==> config.mk <==
export PLATFORM = sky130hd
export DESIGN_NAME = gcd_arbiter
export DESIGN_NICKNAME = d
export VERILOG_FILES = /design/src/rtl/gcd_arbiter.sv
export SDC_FILE = /design/constraint.sdc
export NUM_CORES = 1
export LEC_CHECK = 0
export ABC_AREA = 1
export CORE_ASPECT_RATIO = 0.5
export CORE_MARGIN = 1.5
export CORE_UTILIZATION = 40
export DETAILED_ROUTE_END_ITERATION = 10
export HOLD_SLACK_MARGIN = 0.05
export MAX_ROUTING_LAYER = met4
export PLACE_DENSITY = 0.77
export SYNTH_ARGS = -nofsm -noshare
export SYNTH_HDL_FRONTEND = slang
export SYNTH_SLANG_ARGS = --single-unit
==> constraint.sdc <==
create_clock -name clk -period 2.5 [get_ports clk]
set_input_delay 0.5 -clock clk [delete_from_list [all_inputs] [get_ports clk]]
set_output_delay 0.5 -clock clk [all_outputs]
set_load 0.03 [all_outputs]
==> src/rtl/gcd_arbiter.sv <==
// gcd_arbiter: round-robin arbiter sharing one external GCD engine among N_REQ requesters
// Ports: clk, rst (async, active-high); req/opa/opb per-requester request and packed operands;
//        gnt/rsp_valid one-hot pulses, rsp_data result, busy; eng_start/eng_a/eng_b drive the
//        engine, eng_done/eng_result return from it.
// Optional: GCD_ARB_ZERO_BYPASS_EN answers pairs with a zero operand directly (opa|opb) without the engine.
module gcd_arbiter #(
  parameter int N_REQ = 4,
  parameter int W = 16
) (
  input  logic               clk,
  input  logic               rst,
  input  logic [N_REQ-1:0]   req,
  input  logic [N_REQ*W-1:0] opa,
  input  logic [N_REQ*W-1:0] opb,
  output logic [N_REQ-1:0]   gnt,
  output logic [N_REQ-1:0]   rsp_valid,
  output logic [W-1:0]       rsp_data,
  output logic               busy,
  output logic               eng_start,
  output logic [W-1:0]       eng_a,
  output logic [W-1:0]       eng_b,
  input  logic               eng_done,
  input  logic [W-1:0]       eng_result
);
  localparam int PW = $clog2(N_REQ);
  typedef enum logic [1:0] {IDLE, ISSUE, WAIT, RESP} state_t;
  state_t state;
  logic [PW-1:0] ptr, win, pick, idx, pick_nx, win_nx;
  logic [N_REQ-1:0] pick_oh, win_oh;
  logic [W-1:0] a, b;
  logic byp;
  // descending scan so the last hit is the first requester at or above ptr
  always_comb begin
    pick = ptr;
    idx = '0;
    for (int i = N_REQ - 1; i >= 0; i--) begin
      idx = PW'((int'(ptr) + i) % N_REQ);
      if (req[idx]) pick = idx;
    end
  end
  assign a = opa[pick*W +: W];
  assign b = opb[pick*W +: W];
  assign pick_oh = N_REQ'(1) << pick;
  assign win_oh = N_REQ'(1) << win;
  assign pick_nx = (pick == PW'(N_REQ - 1)) ? '0 : pick + 1'b1;
  assign win_nx = (win == PW'(N_REQ - 1)) ? '0 : win + 1'b1;
`ifdef GCD_ARB_ZERO_BYPASS_EN
  assign byp = (a == '0) || (b == '0);
`else
  assign byp = 1'b0;
`endif
  always_ff @(posedge clk or posedge rst) begin
    if (rst) begin
      state <= IDLE;
      ptr <= '0;
      win <= '0;
      gnt <= '0;
      rsp_valid <= '0;
      rsp_data <= '0;
      eng_start <= 1'b0;
      eng_a <= '0;
      eng_b <= '0;
      busy <= 1'b0;
    end else begin
      unique case (state)
        IDLE: if (|req) begin
          win <= pick;
          gnt <= pick_oh;
          busy <= 1'b1;
          if (byp) begin
            rsp_valid <= pick_oh;
            rsp_data <= a | b;
            ptr <= pick_nx;
            state <= RESP;
          end else begin
            eng_a <= a;
            eng_b <= b;
            eng_start <= 1'b1;
            state <= ISSUE;
          end
        end
        ISSUE: begin
          gnt <= '0;
          eng_start <= 1'b0;
          state <= WAIT;
        end
        WAIT: if (eng_done) begin
          rsp_data <= eng_result;
          rsp_valid <= win_oh;
          ptr <= win_nx;
          state <= RESP;
        end
        RESP: begin
          gnt <= '0;
          rsp_valid <= '0;
          busy <= 1'b0;
          state <= IDLE;
        end
      endcase
    end
  end
endmodule

==> results of run 1 <==
-- worst min path at each step --
stage | start | endpoint | slack [ns] | depth (start not counted)
2_1_floorplan | win[1]$_DFFE_PP0P_ | win[1]$_DFFE_PP0P_ | 0.50 | 2
3_3_place_gp | eng_b[6]$_DFFE_PP0P_ | eng_b[6]$_DFFE_PP0P_ | 0.46 | 2
3_5_place_dp | eng_a[10]$_DFFE_PP0P_ | eng_a[10]$_DFFE_PP0P_ | 0.46 | 2
4_1_cts | eng_b[3]$_DFFE_PP0P_ | eng_b[3]$_DFFE_PP0P_ | 0.48 | 2
5_1_grt | rsp_data[7]$_DFFE_PP0P_ | rsp_data[7]$_DFFE_PP0P_ | 0.49 | 2
6_report | eng_a[10]$_DFFE_PP0P_ | eng_a[10]$_DFFE_PP0P_ | 0.47 | 2
-- state kept, by name, indices dropped and copies added, names as in the netlist --
name and cells:
state 2, win 2, eng_start 1, rsp_data 16
eng_a 16, eng_b 16, busy 1, rsp_valid 4
gnt 4, ptr 2
-- report_power, final --
group          leakage (uW)  switching, uW  internal, uW  total (uW)
clock              0.000155            488           903        1390
combinational       0.00273           4340          2720        7050
sequential         0.000804            331          1550        1880
total               0.00369           5160          5170       10300
-- cell type report --
cell class                 instances  area, sq um  area share
sequential                        64         1602      0.2292
tap                              140        175.2     0.02507
timing repair buffer             229         2327      0.3330
clock inverter                     6        92.59     0.01325
multi-input combinational        490         2192      0.3137
inverter                          96        360.3     0.05157
clock buffer                      10        239.0     0.03420
-- worst register-to-register path, stage by stage, from the launching register on --
cell and delay [ns]:
dfrtp_1 0.64, inv_2 0.18, nand2_1 0.14, nand3_1 0.10
nand2_1 0.10, inv_2 0.04, nand2_2 0.06, nand2_4 0.07
nand3_2 0.11, buf_4 0.27, nand3_1 0.12, nand3_1 0.10
nand2_1 0.06, nand2_1 0.06, nand2_1 0.05
-- per-layer routing --
| layer | share of wire | routed length [um] | track usage |
|---|---|---|---|
| met1 | 0.42 | 6096 | 0.3048 |
| met2 | 0.48 | 6849 | 0.4282 |
| met3 | 0.072 | 1038 | 0.06369 |
| met4 | 0.027 | 387 | 0.09038 |
| met5 | 0 | 0 | - |
-- logic make-up (layout without fill, tap and decap cells) --
logic type      Yosys count  after routing  synth area share
fa+ha+maj                 9              9           0.02552
buf+inv                 135            341            0.1409
simple gates            460            460            0.4449
compound gates           21             21           0.02580
flops                    64             64            0.3629
-- cells in the final DEF (no fill, tap or decap) --
master           count
nor2_1               1
o22ai_1              2
ha_1                 9
clkdlybuf4s50_1    208
clkbuf_16            9
clkinv_4             2
nand3_4              1
bufinv_16            2
inv_2                8
nor4_1               1
o21ai_0             17
buf_12               7
nand2_1            307
nand2_4              4
buf_4               14
nor2_2               1
inv_1               88
nand3_1            141
dfrtp_1             64
clkbuf_8             1
clkinvlp_4           2
o21ai_2              1
nand3_2              1
nand2_2              3
o31ai_1              1
-- stage by stage --
stage / std cells / util
after floorplan: 689 / -
after global placement: 1019 / 0.6355
after detailed placement: 1019 / 0.6355
after CTS: 1035 / 0.6671
after global routing: 1035 / 0.6671
final: 1035 / 0.6671
==> impl_metrics.tcl, run 1 <==
set metrics [dict create \
    status "finished clean" \
    post-route-period-util 0.8810 \
    rsz0062_at_grt "no" \
    hold_violations 0 \
    area_growth_syn_to_layout_pct 58.35 \
    synth_ff_type "dfrtp_1" \
    setup_viol_count_final 0 \
    cts_made_buffers 9 \
    ff2ff_path_depth 14 \
    slowest_delay_ns 0.64 \
    critical_path.max_fanout 21 \
    clockRootBuffer "clkbuf_16" \
    end_kind "flip-flop" \
    setup_tns_ns 0 \
    gp_congestion 0.8744 \
    rows 26 \
    fin_worst_skew_ns 0.009850 \
    yosysUniqueCellTypes 20 \
    place_area_sq_um 6656 \
    r2r-start "ptr[0]$_DFFE_PP0P_" \
    clock_path_buffers 2 \
    worst_path_max_delay_cell "dfrtp_1" \
    start_kind "flip-flop" \
    path_common_cell "nand2_1" \
    worstMarginPinSlew_ns 0.6484 \
    cts_tree "done" \
    fin_crit_ns 2.203 \
    io_buffers 208 \
    vias 5101 \
    path_cells "inv_2 -> nand2_1 -> nand3_1 -> nand2_1 -> inv_2 -> nand2_2 -> nand2_4 -> nand3_2 -> buf_4 -> nand3_1 -> nand3_1 -> nand2_1 -> nand2_1 -> nand2_1" \
    clk_latency_ns 0.33 \
    grt_pass1_wl_mm 23.17 \
    fmax_mhz 454.0 \
    ant_nets 0 \
    synth_seq_area_share 0.3629 \
    overflow 0 \
    synth_most_common_cell "nand2_1" \
    yosysTopAreaCell "dfrtp_1" \
    drtPass1Iterations 5 \
    cp-startpoint "ptr[0]$_DFFE_PP0P_" \
    grt_pass1_vias 4978 \
    synth_edf_count 0 \
    fin_ws_ns 0.2975 \
    stdcell_area_sq_um 6988 \
    antenna_found_initial 0 \
    arrival_ns 2.42 \
    slew_headroom 0.5673 \
    cp-endpoint "eng_a[4]$_DFFE_PP0P_" \
    grt_max_degree 44 \
    htree_levels 3 \
    ctsHoldBuffers 0 \
    synth_common_cells "307 x nand2_1, 141 x nand3_1, 89 x inv_1" \
    ys_ff_latch 64 \
    via_per_inst 4.929 \
    die_h_um 77.27 \
    coreArea_sq_um 10480 \
    reg2reg_slack_ns 0.30 \
    syn_inst 689 \
    ios 209 \
    fill_cells 926 \
    critPathBufInv 3 \
    start_util 0.4213 \
    cts_sinks 64 \
    crit_cells 14 \
    n_antenna_cell 0 \
    critPathTopFamily "simple AND/OR/NAND/NOR gates" \
    yosys_warnings 0 \
    mappedNetlistArea_sq_um 4413 \
    wire_per_inst_um 13.89 \
    powerDensity_nw_per_um2 1477 \
    synth.top_cell.area_share 0.3629 \
    r2r-end "eng_a[4]$_DFFE_PP0P_" \
    synthTopCellsByArea "dfrtp_1 36%, nand2_1 26%, nand3_1 16%, inv_1 7.6%, buf_6 3.1%" \
    peakVddDrop_mv 0.8474 \
    drt_iter0_drc 265 \
    hold_path_class "reg -> reg" \
    clk_pin_slew_worst_paths_ns 0.06 \
    power_leakage_uw 0.003689 \
    synth_area_per_cell_sq_um 6.405 \
    fp.dieW_um 151.5 \
    total_power_uw 10320 \
    fin_nets 1050 \
    critPathKind "reg -> reg" \
    maxCapViolCount 0 \
    drive_above_1_share 0.06257 \
    timing.hold.ws_ns 0.4750 \
    die_area_sq_um 11710 \
    post_cts_buffers 0 \
    syn-num-nets 849 \
    place_ws_ns 0.09283 \
    cts_resized 0 \
    totalWireLength_mm 14.37 \
    remaining_drc_errors 0 \
    dp_hpwl_mm 10.61 \
    crit_required_ns 2.72 \
    slew_viol_final 0 \
    async_reset_ff_frac 1.000 \
    grt.total_usage 0.2580 \
]
Power figures use the tool's default switching activity.
==> inputs of run 2 (changes only) <==
==> constraint.sdc (replaced) <==
create_clock -name clk -period 2.5 [get_ports clk]
set_input_delay 0.25 -clock clk [delete_from_list [all_inputs] [get_ports clk]]
set_output_delay 0.25 -clock clk [all_outputs]
set_load 0.03 [all_outputs]
==> run 2 against run 1 <==
Net effect: clock skew decreased by 0.0048 ns; count of clock-buffer cells in the layout is the same; non-clock buffer count shrank 5; largest cell class unchanged.
==> impl_metrics.tcl, run 2 (synthesized netlist as in run 1, its figures left out) <==
set metrics [dict create \
    cts_resized 0 \
    crit_required_ns 2.72 \
    final_common_cell "nand2_1" \
    dp_hpwl_mm 10.26 \
    post-route-period-util 0.9030 \
    path_cells "inv_2 -> nand2_1 -> nand2_1 -> nand2_1 -> nand2_1 -> nand2_2 -> nand2_4 -> nand3_2 -> nand2_2 -> nand2_1 -> nand3_1 -> nand2_1 -> nand2_1 -> nand2_1" \
    grt_max_degree 65 \
    drt_iter0_drc 305 \
    wire_per_inst_um 14.04 \
    totalWireLength_mm 14.46 \
    crit_cells 14 \
    seq_area_sq_um 1602 \
    power_leakage_uw 0.003652 \
    start_util 0.4213 \
    arrival_ns 2.48 \
    stdcell_area_sq_um 6924 \
    fin_nets 1045 \
    slew_viol_final 0 \
    clockRootBuffer "clkbuf_16" \
    grt.total_usage 0.2573 \
    worst_path_max_delay_cell "dfrtp_1" \
    io_buffers 208 \
    worstMarginPinSlew_ns 0.6217 \
    clk_latency_ns 0.33 \
    setup_viol_count_final 0 \
    slew_headroom 0.5851 \
    post_cts_buffers 0 \
    total_power_uw 10130 \
    r2r-start "ptr[0]$_DFFE_PP0P_" \
    drive_above_1_share 0.05730 \
    grt_pass1_vias 4850 \
    fin_crit_ns 2.257 \
    vias 4995 \
    drtPass1Iterations 5 \
    hold_path_class "in -> async" \
    multi_input_area_sq_um 2192 \
    coreArea_sq_um 10480 \
    maxCapViolCount 0 \
    clk_pin_slew_worst_paths_ns 0.06 \
    antenna_found_initial 0 \
    clock_path_buffers 2 \
    hold_violations 0 \
    setup_tns_ns 0 \
    final_util 0.6610 \
    critPathBufInv 1 \
    largestRegisters "eng_a: 16 flops, eng_b: 16 flops, rsp_data: 16 flops" \
    ios 209 \
    rsz0062_at_grt "no" \
    critPathKind "reg -> reg" \
    via_per_inst 4.850 \
    cts_sinks 64 \
    die_h_um 77.27 \
    ant_nets 0 \
    status "finished clean" \
    peakVddDrop_mv 0.8849 \
    fmax_mhz 443.0 \
    fill_cells 939 \
    gp_congestion 0.8648 \
    htree_levels 3 \
    ff2ff_path_depth 14 \
    area_growth_syn_to_layout_pct 56.90 \
    start_kind "flip-flop" \
    cts_made_buffers 9 \
    critPathTopFamily "simple AND/OR/NAND/NOR gates" \
    fin_worst_skew_ns 0.005092 \
    n_antenna_cell 0 \
    die_area_sq_um 11710 \
    grt_pass1_wl_mm 23.20 \
    cts_tree "done" \
    end_kind "flip-flop" \
    powerDensity_nw_per_um2 1464 \
    cp-startpoint "ptr[0]$_DFFE_PP0P_" \
    remaining_drc_errors 0 \
    layout_common_cells "307 x nand2_1, 208 x clkdlybuf4s50_1, 141 x nand3_1, 88 x inv_1, 64 x dfrtp_1" \
    rows 26 \
    ctsHoldBuffers 0 \
    critical_path.max_fanout 18 \
    slowest_delay_ns 0.49 \
    fp.dieW_um 151.5 \
    path_common_cell "nand2_1" \
    place_area_sq_um 6594 \
    overflow 0 \
]
-- run 2: report_power, final --
group,internal [uW],total [uW],switching (uW)
Clock,903,1390,488
Sequential,1550,1870,322
Combinational,2550,6880,4330
-- run 2: layout make-up --
cell class	count	share of cell area
multi-input combinational	490	0.3166
clock buffer	10	0.03451
clock inverter	6	0.01319
timing repair buffer	224	0.3271
sequential	64	0.2313
tap	140	0.02530
inverter	96	0.05204
-- run 2: through the flow --
| step | worst slack (ns) | hold WS (ns) | cells |
|---|---|---|---|
| floorplan | 0.6519 | 0.3596 | 689 |
| global placement | 0.2878 | 0.4613 | 1014 |
| detailed placement | 0.1250 | 0.4647 | 1014 |
| CTS | 0.2612 | 0.3208 | 1030 |
| global route | 0.03540 | 0.3412 | 1030 |
| finish | 0.2425 | 0.2954 | 1030 |
-- run 2: path summary, 6_finish.rpt --
kind                       slack, ns                  endpoint
max                             0.24     eng_b[14]$_DFFE_PP0P_
min                             0.30  rsp_data[15]$_DFFE_PP0P_
max reg2reg                     0.24     eng_b[14]$_DFFE_PP0P_
min reg2reg                     0.48   rsp_data[6]$_DFFE_PP0P_
max in group asynchronous       1.89      eng_b[4]$_DFFE_PP0P_
min in group clk                0.45   rsp_data[8]$_DFFE_PP0P_
-- run 2: routing by layer --
layer	global-route usage	share of wire	up-vias
li1	-	-	2511
met1	0.3112	0.43	2270
met2	0.4332	0.48	188
met3	0.05417	0.073	26
met4	0.07404	0.019	0
met5	-	0	-
-- run 2: worst min-delay path, delay by kind of cell --
kind,cells,cell delay (ns)
buffers and inverters,3,0.78
==> inputs of run 3 (changes only) <==
--- a/config.mk
+++ b/config.mk
@@ -6,7 +6,7 @@
 export NUM_CORES = 1
 export LEC_CHECK = 0
 export ABC_AREA = 1
-export CORE_ASPECT_RATIO = 0.5
+export CORE_ASPECT_RATIO = 2
 export CORE_MARGIN = 1.5
 export CORE_UTILIZATION = 40
 export DETAILED_ROUTE_END_ITERATION = 10
==> run 3 against run 2 <==
Net effect: clock skew is essentially flat; maximum frequency is 1.1% higher; global-route usage is 1.1 points higher; utilization fell by 2.4 points; sequential power is essentially flat; count of clock-buffer cells in the layout shrank 1; cell count barely moved; hold slack improved by 0.051 ns; largest cell class unchanged; non-clock buffer count increased by 1; register-to-register slack better by 0.03 ns.
==> impl_metrics.tcl, run 3 (synthesized netlist as in run 1, its figures left out) <==
set metrics [dict create \
    place_area_sq_um 6581 \
    r2r-end "win[0]$_DFFE_PP0P_" \
    grt.total_usage 0.2679 \
    start_util 0.4082 \
    cts_sinks 64 \
    ios 209 \
    vias 4963 \
    crit_required_ns 2.70 \
    coreArea_sq_um 10810 \
    p_switching_uw 5170 \
    hold_violations 0 \
    critPathKind "reg -> reg" \
    post-route-period-util 0.8929 \
    start_kind "flip-flop" \
    fin_crit_ns 2.232 \
    clock_path_buffers 2 \
    area_growth_syn_to_layout_pct 56.08 \
    htree_levels 3 \
    io_buffers 208 \
    rsz0062_at_grt "no" \
    internal_power_uw 4840 \
    switching_share 0.5165 \
    setup_tns_ns 0 \
    r2r-start "state[0]$_DFFE_PP0P_" \
    via_per_inst 4.814 \
    timing.hold.ws_ns 0.3467 \
    overflow 0 \
    fin_ws_ns 0.2678 \
    post_cts_buffers 0 \
    fill_cells 1039 \
    slew_headroom 0.3883 \
    ff2ff_path_depth 8 \
    fmax_mhz 448.0 \
    wire_per_inst_um 14.48 \
    status "finished clean" \
    slew_viol_final 0 \
    final_common_cell "nand2_1" \
    place_ws_ns 0.1353 \
    powerDensity_nw_per_um2 1453 \
    remaining_drc_errors 0 \
    worstMarginPinSlew_ns 0.9154 \
    grt_pass1_vias 4820 \
    reg2reg_slack_ns 0.27 \
    fin_worst_skew_ns 0.004659 \
    cts_resized 0 \
    stdcell_area_sq_um 6888 \
    ctsHoldBuffers 0 \
    largestRegisters "eng_a: 16 flops, eng_b: 16 flops, rsp_data: 16 flops" \
    drt_iter0_drc 289 \
    die_area_sq_um 11710 \
    fin_nets 1046 \
    rows 54 \
    peakVddDrop_mv 0.8060 \
    end_kind "flip-flop" \
    ant_nets 0 \
    maxCapViolCount 0 \
    clockPowerShare 0.127 \
    critical_path.max_fanout 36 \
    total_power_uw 10010 \
    totalWireLength_mm 14.92 \
    drive_above_1_share 0.05948 \
    clockRootBuffer "clkbuf_16" \
    hold_path_class "in -> async" \
    clk_pin_slew_worst_paths_ns 0.06 \
    grt_max_degree 37 \
    fp.dieW_um 77.27 \
    n_antenna_cell 0 \
    cts_made_buffers 9 \
    power_frac_seq 0.188 \
    layout_common_cells "307 x nand2_1, 208 x clkdlybuf4s50_1, 141 x nand3_1, 88 x inv_1, 63 x dfrtp_1" \
    dp_hpwl_mm 10.96 \
    cts_tree "done" \
    setup_viol_count_final 0 \
    die_h_um 151.5 \
    drtPass1Iterations 4 \
    gp_congestion 0.9071 \
    clk_latency_ns 0.33 \
    antenna_found_initial 0 \
    power_leakage_uw 0.003639 \
    grt_pass1_wl_mm 23.68 \
    p_comb_frac 0.685 \
    arrival_ns 2.43 \
]
## run 3: cell type report
cell class | instances | area (sq um) | area share
Sequential cell | 64 | 1603 | 0.2327
Clock buffer | 9 | 225.2 | 0.03270
Tap cell | 140 | 175.2 | 0.02543
Multi-Input combinational cell | 490 | 2197 | 0.3190
Clock inverter | 7 | 80.08 | 0.01163
Inverter | 96 | 360.3 | 0.05232
Timing Repair Buffer | 225 | 2247 | 0.3262
## run 3: power groups by stage
stage	clock, uW	combinational, uW	sequential (uW)
after floorplan	0	3950	2670
after global placement	0	6810	1880
after detailed placement	0	6910	1870
after CTS	1300	6920	1880
after global routing	1350	7610	1940
final	1270	6860	1880
## run 3: metal layers
layer  track usage  vias up  part of all wire
li1              -     2516                 -
met2        0.4868      161              0.55
met5             -        -                 0
met4        0.1091        0             0.032
met1        0.2831     2259              0.37
met3       0.04970       27             0.045
## run 3: worst max path at each step
| stage | start | to |
|---|---|---|
| floorplan | rst | busy$_DFFE_PP0P_ |
| global placement | ptr[0]$_DFFE_PP0P_ | eng_a[5]$_DFFE_PP0P_ |
| detailed placement | ptr[0]$_DFFE_PP0P_ | eng_a[6]$_DFFE_PP0P_ |
| CTS | ptr[0]$_DFFE_PP0P_ | eng_a[6]$_DFFE_PP0P_ |
| global route | state[0]$_DFFE_PP0P_ | gnt[2]$_DFFE_PP0P_ |
| finish | state[0]$_DFFE_PP0P_ | win[0]$_DFFE_PP0P_ |
## run 3: worst max-delay path, stage by stage (launching register included)
cell and delay [ns]:
dfrtp_1 0.40, inv_1 0.13, ha_1 0.24, inv_1 0.09, nor2_4 0.72, inv_2 0.14
buf_12 0.22, nand2_1 0.06, o21ai_0 0.07
## run 3: stage by stage
step | utilization | cells
3_5_place_dp | 0.6088 | 1015
5_1_grt | 0.6372 | 1031
6_report | 0.6372 | 1031
4_1_cts | 0.6370 | 1031
2_1_floorplan | - | 689
3_3_place_gp | 0.6088 | 1015
